===== src/rtl/multicycle_ctrl.sv =====
// Multicycle CPU main control unit.
// Moore FSM that sequences fetch/decode/execute/memory/writeback for a small
// MIPS-like subset (R-type, lw, sw, beq, j, addi). Besides the datapath
// controls it exposes the current state code, a one-cycle illegal-opcode flag
// and a wrapping count of retired instructions.
//
// Handshake: mem_req is held high for as long as the FSM waits on memory;
// mem_ready is a completion strobe that only has meaning while mem_req=1.
// The cycle in which mem_ready=1 is seen ends the wait, and the write strobes
// tied to that access (ir_we/pc_we in FETCH, mem_we in MEM_WRITE) pulse in
// that same cycle.
module multicycle_ctrl #(
    parameter int CNT_W = 16
) (
    input  logic             clk,
    input  logic             rst_n,
    input  logic [5:0]       op,
    input  logic             zero,
    input  logic             mem_ready,
    output logic             mem_req,
    output logic             iord,
    output logic             ir_we,
    output logic             pc_we,
    output logic             mem_we,
    output logic             reg_we,
    output logic             reg_dst,
    output logic             mem_to_reg,
    output logic             alu_src_a,
    output logic [1:0]       alu_src_b,
    output logic [1:0]       pc_src,
    output logic [2:0]       AluOp,
    output logic [3:0]       state,
    output logic             illegal_op,
    output logic [CNT_W-1:0] retired
);

    typedef enum logic [3:0] {
        S_FETCH     = 4'd0,
        S_DECODE    = 4'd1,
        S_MEM_ADDR  = 4'd2,
        S_MEM_READ  = 4'd3,
        S_MEM_WB    = 4'd4,
        S_MEM_WRITE = 4'd5,
        S_EXEC      = 4'd6,
        S_ALU_WB    = 4'd7,
        S_BRANCH    = 4'd8,
        S_JUMP      = 4'd9,
        S_ADDI_EXEC = 4'd10,
        S_ADDI_WB   = 4'd11
    } state_t;

    localparam logic [5:0] OP_RTYPE = 6'b000000;
    localparam logic [5:0] OP_LW    = 6'b100011;
    localparam logic [5:0] OP_SW    = 6'b101011;
    localparam logic [5:0] OP_BEQ   = 6'b000100;
    localparam logic [5:0] OP_J     = 6'b000010;
    localparam logic [5:0] OP_ADDI  = 6'b001000;

    state_t           r_state;
    state_t           w_next;
    logic             r_illegal_op;
    logic [CNT_W-1:0] r_retired;
    logic             w_op_known;
    logic             w_retire;

    assign state      = r_state;
    assign illegal_op = r_illegal_op;
    assign retired    = r_retired;

    // Opcodes the decoder dispatches on; anything else is dropped back to FETCH.
    always_comb begin
        w_op_known = 1'b0;
        case (op)
            OP_RTYPE, OP_LW, OP_SW, OP_BEQ, OP_J, OP_ADDI: w_op_known = 1'b1;
            default:                                       w_op_known = 1'b0;
        endcase
    end

    // An instruction retires on the edge that takes its final state back to FETCH.
    always_comb begin
        w_retire = 1'b0;
        if (w_next == S_FETCH) begin
            case (r_state)
                S_MEM_WB, S_MEM_WRITE, S_ALU_WB, S_ADDI_WB, S_BRANCH, S_JUMP:
                    w_retire = 1'b1;
                default:
                    w_retire = 1'b0;
            endcase
        end
    end

    // State, illegal-opcode flag and retire counter registers.
    always_ff @(posedge clk or negedge rst_n) begin
        if (!rst_n) begin
            r_state      <= S_FETCH;
            r_illegal_op <= 1'b0;
            r_retired    <= '0;
        end else begin
            r_state      <= w_next;
            r_illegal_op <= (r_state == S_DECODE) && !w_op_known;
            if (w_retire) begin
                r_retired <= r_retired + 1'b1;
            end
        end
    end

    // Next-state and Moore outputs; every control defaults to 0.
    // The FETCH strobes are qualified with rst_n so that a memory completion
    // arriving while reset is held cannot write IR or PC.
    always_comb begin
        w_next     = r_state;
        mem_req    = 1'b0;
        iord       = 1'b0;
        ir_we      = 1'b0;
        pc_we      = 1'b0;
        mem_we     = 1'b0;
        reg_we     = 1'b0;
        reg_dst    = 1'b0;
        mem_to_reg = 1'b0;
        alu_src_a  = 1'b0;
        alu_src_b  = 2'b00;
        pc_src     = 2'b00;
        AluOp      = 3'b000;
        case (r_state)
            S_FETCH: begin
                mem_req   = 1'b1;
                alu_src_b = 2'b01;
                if (mem_ready) begin
                    ir_we  = rst_n;
                    pc_we  = rst_n;
                    w_next = S_DECODE;
                end
            end
            S_DECODE: begin
                alu_src_b = 2'b11;
                case (op)
                    OP_RTYPE:     w_next = S_EXEC;
                    OP_LW, OP_SW: w_next = S_MEM_ADDR;
                    OP_BEQ:       w_next = S_BRANCH;
                    OP_J:         w_next = S_JUMP;
                    OP_ADDI:      w_next = S_ADDI_EXEC;
                    default:      w_next = S_FETCH;
                endcase
            end
            S_MEM_ADDR: begin
                alu_src_a = 1'b1;
                alu_src_b = 2'b10;
                w_next    = (op == OP_SW) ? S_MEM_WRITE : S_MEM_READ;
            end
            S_MEM_READ: begin
                mem_req = 1'b1;
                iord    = 1'b1;
                if (mem_ready) begin
                    w_next = S_MEM_WB;
                end
            end
            S_MEM_WB: begin
                reg_we     = 1'b1;
                mem_to_reg = 1'b1;
                w_next     = S_FETCH;
            end
            S_MEM_WRITE: begin
                mem_req = 1'b1;
                iord    = 1'b1;
                if (mem_ready) begin
                    mem_we = 1'b1;
                    w_next = S_FETCH;
                end
            end
            S_EXEC: begin
                alu_src_a = 1'b1;
                AluOp     = 3'b111;
                w_next    = S_ALU_WB;
            end
            S_ALU_WB: begin
                reg_we  = 1'b1;
                reg_dst = 1'b1;
                w_next  = S_FETCH;
            end
            S_BRANCH: begin
                alu_src_a = 1'b1;
                AluOp     = 3'b001;
                pc_src    = 2'b01;
                pc_we     = zero;
                w_next    = S_FETCH;
            end
            S_JUMP: begin
                pc_src = 2'b10;
                pc_we  = 1'b1;
                w_next = S_FETCH;
            end
            S_ADDI_EXEC: begin
                alu_src_a = 1'b1;
                alu_src_b = 2'b10;
                w_next    = S_ADDI_WB;
            end
            S_ADDI_WB: begin
                reg_we = 1'b1;
                w_next = S_FETCH;
            end
            default: begin
                w_next = S_FETCH;
            end
        endcase
    end

endmodule


===== config.mk =====
export PLATFORM = sky130hd
export DESIGN_NAME = multicycle_ctrl
export DESIGN_NICKNAME = d
export VERILOG_FILES = /design/src/rtl/multicycle_ctrl.sv
export SDC_FILE = /design/constraint.sdc
export NUM_CORES = 1
export LEC_CHECK = 0
export CAP_MARGIN = 20
export CORE_ASPECT_RATIO = 2
export CORE_UTILIZATION = 26
export CTS_BUF_LIST = sky130_fd_sc_hd__clkbuf_4
export DETAILED_ROUTE_END_ITERATION = 6
export GPL_TIMING_DRIVEN = 0
export HOLD_SLACK_MARGIN = 0.06
export SYNTH_ARGS = -nofsm -noshare
export SYNTH_HDL_FRONTEND = slang
export SYNTH_SLANG_ARGS = --single-unit

===== constraint.sdc =====
create_clock -name clk -period 2 [get_ports clk]
set_input_delay 0.5 -clock clk [delete_from_list [all_inputs] [get_ports clk]]
set_output_delay 0.5 -clock clk [all_outputs]
set_load 0.01 [all_outputs]

== Word-level counts from Yosys, hierarchy flattened ==
Index checks and enable logic that the tools add are counted.
Storage, ports and cells
  logic and storage cells: 56
  register bits after elaboration: 21
  output and inout port bits: 37
  input bits: 10
Operators by class
  add/subtract/negate cells: 1
  multiplexer cells: 23
  reduce and logical (&&, ||, !) cells: 13
  eq/ne operators: 16
Operator list (count)
  $pmux 4 s7: 1
  $pmux 4 s5: 1
  $add 16x1->16 const B: 1
  $eq 4x3->1 const B: 4
  $eq 4x4->1 const B: 4
  $mux 1: 13
  $eq 6x6->1 const B: 2
  $mux 4: 3
  $reduce_or 6->1: 2
  $eq 4x2->1 const B: 2
  $logic_not 4->1: 2
  $eq 6x2->1 const B: 1
  $eq 6x3->1 const B: 1
  $eq 6x4->1 const B: 1
  $logic_not 6->1: 1
  $pmux 2 s3: 1
  $pmux 3 s2: 1
  $reduce_or 2->1: 3
  $reduce_or 3->1: 2
  $eq 4x1->1 const B: 1
  $pmux 2 s2: 1
  $reduce_or 4->1: 1
  $mux 3: 1
  $pmux 1 s3: 1
  2 further kinds: 2

== Logic depth before layout (Yosys ltp) ==
  word-level depth: 6
  gate-level depth with buffers: 6
  mapped depth without buffers: 5

== Worst setup path before layout ==
OpenSTA, ideal clock, no wires.
  path type: reg2out
  from: register r_state[2], in the netlist state[2]
  to: output port pc_we
  slack: 20 ps
  stages on the path, launching flop included: 5
  path buffers: 1
  arrival time: 1480 ps
  data required time: 1500 ps
  cell sequence: dfrtp_1 -> or2_1 -> buf_4 -> nor4_1 -> o21bai_1
On the way
  word-level cells in the longest chain between the ends: 2
  elaborated cells on any way between the ends: 4
  classes of those cells: eq/ne (2); mux (1); reduce/logical (1)
Ends and longest elaborated chain
  from (decl): line 59  | state_t r_state;
  from (signal assigned): line 99  | r_state <= w_next;
  $eq 4x4->1 / $logic_not 4->1 (equally long branches): line 124  | case (r_state)
  $pmux 1 s3 (*): line 124
  to (decl): line 23  | output logic pc_we,
Every way passes the cells marked *; elsewhere a longest branch is shown, timed or not.

== Final worst setup path ==
  from: register r_state[3], in the netlist state[3]
  to: output port pc_we
The elaborated chain is that of the path after synthesis.

==> summary.md <==
| Metric | Value |
|---|---|
| Status | `finished, violations left` |
| Failing checks | `setup timing` |
| Tcrit/Tclk final | `1.081` |
| Compound-Gate Fraction of Synth Area | `0.1041` |
| CP Depth | `6` |
| Hold slack | `0.4749 ns` |
| Starting DRT DRC Count | `21` |
| Peak supply drop | `572.3 µV` |
| Sequential share of power | `0.284` |
| Die W | `approximately 52 µm` |
| Top cell type by total area after synthesis | `dfrtp_1` |
| Top Ports | `47` |
| WP data required | `1.50 ns` |
| Dpl hpwl | `2.568 mm` |
| Final Non-Filler Cells | `~270` |
| Worst reg-to-reg path cell count | `8` |
| Root buffer cell | `clkbuf_4` |
| CP arrival | `~1.7 ns` |
| Internal power | `1236 µW` |
| Yosys reg bits | `21` |
| GRT Residual Overflow | `0` |
| Tmin final | `2.162 ns` |
| Slowest stage cell, crit path | `dfrtp_2` |
| Gate power share | `0.604` |
| Synth top area share | `0.3974` |
| Die ar. | `5393 µm²` |
| # port buffers | `46` |
| CTS tree | `yes` |
| Clk_lat worst skew | `0.31 ns` |
| Worst path most repeated cell | `buf_6` |
| Vias per std cell | `5.096` |
| Buf/Inv on CP | `3` |
| CP cell instances | `buf_6 > or2_1 > buf_6 > nor4_4 > o21bai_1 > buf_2` |
| XOR/XNOR Fraction of Synth Area | `0.1126` |
| Number of global-route vias before repair | `1281` |
| Routability cong. | `0.8084` |
| Final Slew Violations | `0` |
| Core Area | `4865 µm²` |
| Worst Hold Depth | `1` |
| Layout area overhead | `62.06%` |
| Initial antenna violation count | `0` |
| DR WL/cell | `14.04 µm` |
| Final TNS setup | `-0.3955 ns` |
| Top delay family on crit path | `flip-flops` |
| Leakage | `0.001008 µW` |
| Largest net degree at the start of global routing | `14` |
| Final Skew | `0.004416 ns` |
| Gate count of the mapped netlist | `144` |
| Clock power share | `0.112` |
| Utilization after layout | `0.4406` |
| Final ANT Viol Nets | `0` |
| Synth Warn # | `0` |
| Chip height | `102.9 µm` |
| Critical Path Fanout Max | `5` |
| Layout cells sized above 1 | `0.3411` |
| Setup ws final | `-0.1620 ns` |
| Critical setup path kind | `flop to output port` |
| Vias | `1381` |
| Critical path endpoint category | `output port` |
| Clock Path Buffers | `2` |
| Rows | `36` |
| Final setup vio count | `6` |
| F_max | `~0.46 GHz` |
| Final hold vios | `0` |
| EDFF count, synth | `0` |
| Asr flop ratio synth | `1.000` |
| Total CTS buffers | `3` |
| Biggest cell delay along the critical path | `0.44 ns` |
| Mux share of post-synthesis cell area | `0.008515` |
| Post-Synth Adder-Cell Area | `0.009461` |
| First-pass GRT wire length | `6.113 mm` |
| Post-Syn Area per Cell | `9.184 µm²` |
| Slew headroom | `0.5781` |
| Clock-pin slew on the worst setup and hold paths | `0.12 ns` |
| Antenna diode count | `0` |
| Clock sink count | `21` |
| Worst min path class | `flop to flop` |
| First drt pass iteration count | `4` |
| Post-synthesis simple-gate area fraction | `0.3283` |
| Final net count | `226` |
| H-tree Lvls | `1` |
| Commonest register cell after synthesis | `dfrtp_1` |
| DRC viols | `0` |
| # placed instances | `247` |
| Syn Std Cell Area | `1323 µm²` |
| Starting density of the core | `0.2719` |
| Actual slew at the worst max-slew pin | `0.6308 ns` |
| RSZ-0062 raised after global routing | `true` |
| Cell variety after synth | `39` |
| Sw Ratio | `0.3982` |
| Routed WL | `3.806 mm` |
| Overall global routing resource usage | `0.1523` |
| Top area cells in the synthesized netlist | `dfrtp_1 40%, xor2_1 6.6%, nor3_1 5.3%, xnor2_1 4.6%, nor2_1 4.5%` |
| Startpoint types | `flop` |
| Post-synthesis sequential area ratio | `0.3974` |
| Largest family of logic cells by synthesized area | `simple AND/OR/NAND/NOR gates` |
| Max cap viols | `0` |
| Mapped Nets | `155` |
| Post-Place Setup Slack | `-1.440 ns` |
| Switching power | `818.1 µW` |
| Power per cell area | `approximately 960 nW/µm²` |
sequential cells by signal, summed over array words and instances (netlist names):
register	count
state	4
retired	16
illegal_op	1
power by group through the flow:
| stage | clock network, µW | logic (µW) | registers [µW] |
|---|---|---|---|
| CTS | 235 | 1130 | 578 |
| global placement | 0 | 917 | 599 |
| floorplan | 0 | 464 | 611 |
| detailed placement | 0 | 927 | 601 |
| global route | 253 | 1330 | 593 |
| finish | 230 | 1240 | 583 |
per-layer routing:
metal  GRT usage  vias to the layer above  share of wire
met1      0.1565                      682           0.35
met2      0.2902                       32           0.60
met4     0.07085                        0          0.025
met3     0.01770                        7          0.027
met5           0                        -              0
li1            -                      660              -
cell families after synthesis:
group / Yosys count
AO/OA/AOI/OAI: 20
XOR/XNOR: 17
adder cells (fa/ha/maj): 1
buffers and inverters: 11
flip-flops: 21
multiplexers: 1
AND/OR/NAND/NOR: 73
layout by cell type (no fill, tap or decap), types with 4 or more instances in the layout:
cell / n
o21ai_0: 4
buf_6: 9
nor4_4: 4
clkdlybuf4s50_1: 25
buf_2: 10
nor3_1: 12
nand3_1: 7
dfrtp_1: 17
nor2_1: 15
xor2_1: 10
dfrtp_2: 4
and3_1: 4
clkbuf_4: 4
buf_4: 18
nand2_1: 7
clkbuf_2: 4
xnor2_1: 6
nand2b_4: 4
Yosys cell counts (all sizes together) (4+ instances only):
library cell   n
and3           4
xnor2          7
a21oi          4
nor2          16
dfrtp         21
nand2b         5
nand2          9
o21ai          4
buf            5
xor2          10
nand3          7
nor4           6
nor3          14
nand4          4
metrics by stage:
step | total power, µW | instance area [µm²]
after floorplan | 1075 | 1323
after global placement | 1516 | 1854
after detailed placement | 1528 | 1854
after CTS | 1947 | 2087
after global routing | 2175 | 2143
final | 2054 | 2143
path summary, 6_finish.rpt:
check / start / endpoint / slack (ns)
worst max-delay path: state[3]$_DFF_PN0_ / pc_we / -0.16
worst min-delay path: retired[15]$_DFFE_PN0P_ / retired[15]$_DFFE_PN0P_ / 0.47
worst max register to register: state[3]$_DFF_PN0_ / state[0]$_DFF_PN0_ / 0.08
worst min register to register: retired[15]$_DFFE_PN0P_ / retired[15]$_DFFE_PN0P_ / 0.47
max in group asynchronous: rst_n / state[0]$_DFF_PN0_ / 0.81
min in group asynchronous: rst_n / retired[4]$_DFFE_PN0P_ / 0.65
cell type report:
type | count | area [µm²]
fillers | 481 | 2721
plain buffers | 6 | 77.57
repair buffers | 68 | 576.8
flip-flops and latches | 21 | 530.5
clock buffers | 4 | 30.03
multi-input cells | 112 | 845.8
well taps | 57 | 71.32
inverters | 3 | 11.26
repair_timing:
item,in CTS,in global routing
hold endpoints to repair,8,0
setup endpoints to repair,16,17
gates resized for setup,98,25
buffers inserted,15,6
hold buffers,2,0
pin swaps,2,4
(Power assumes the default switching activity.)
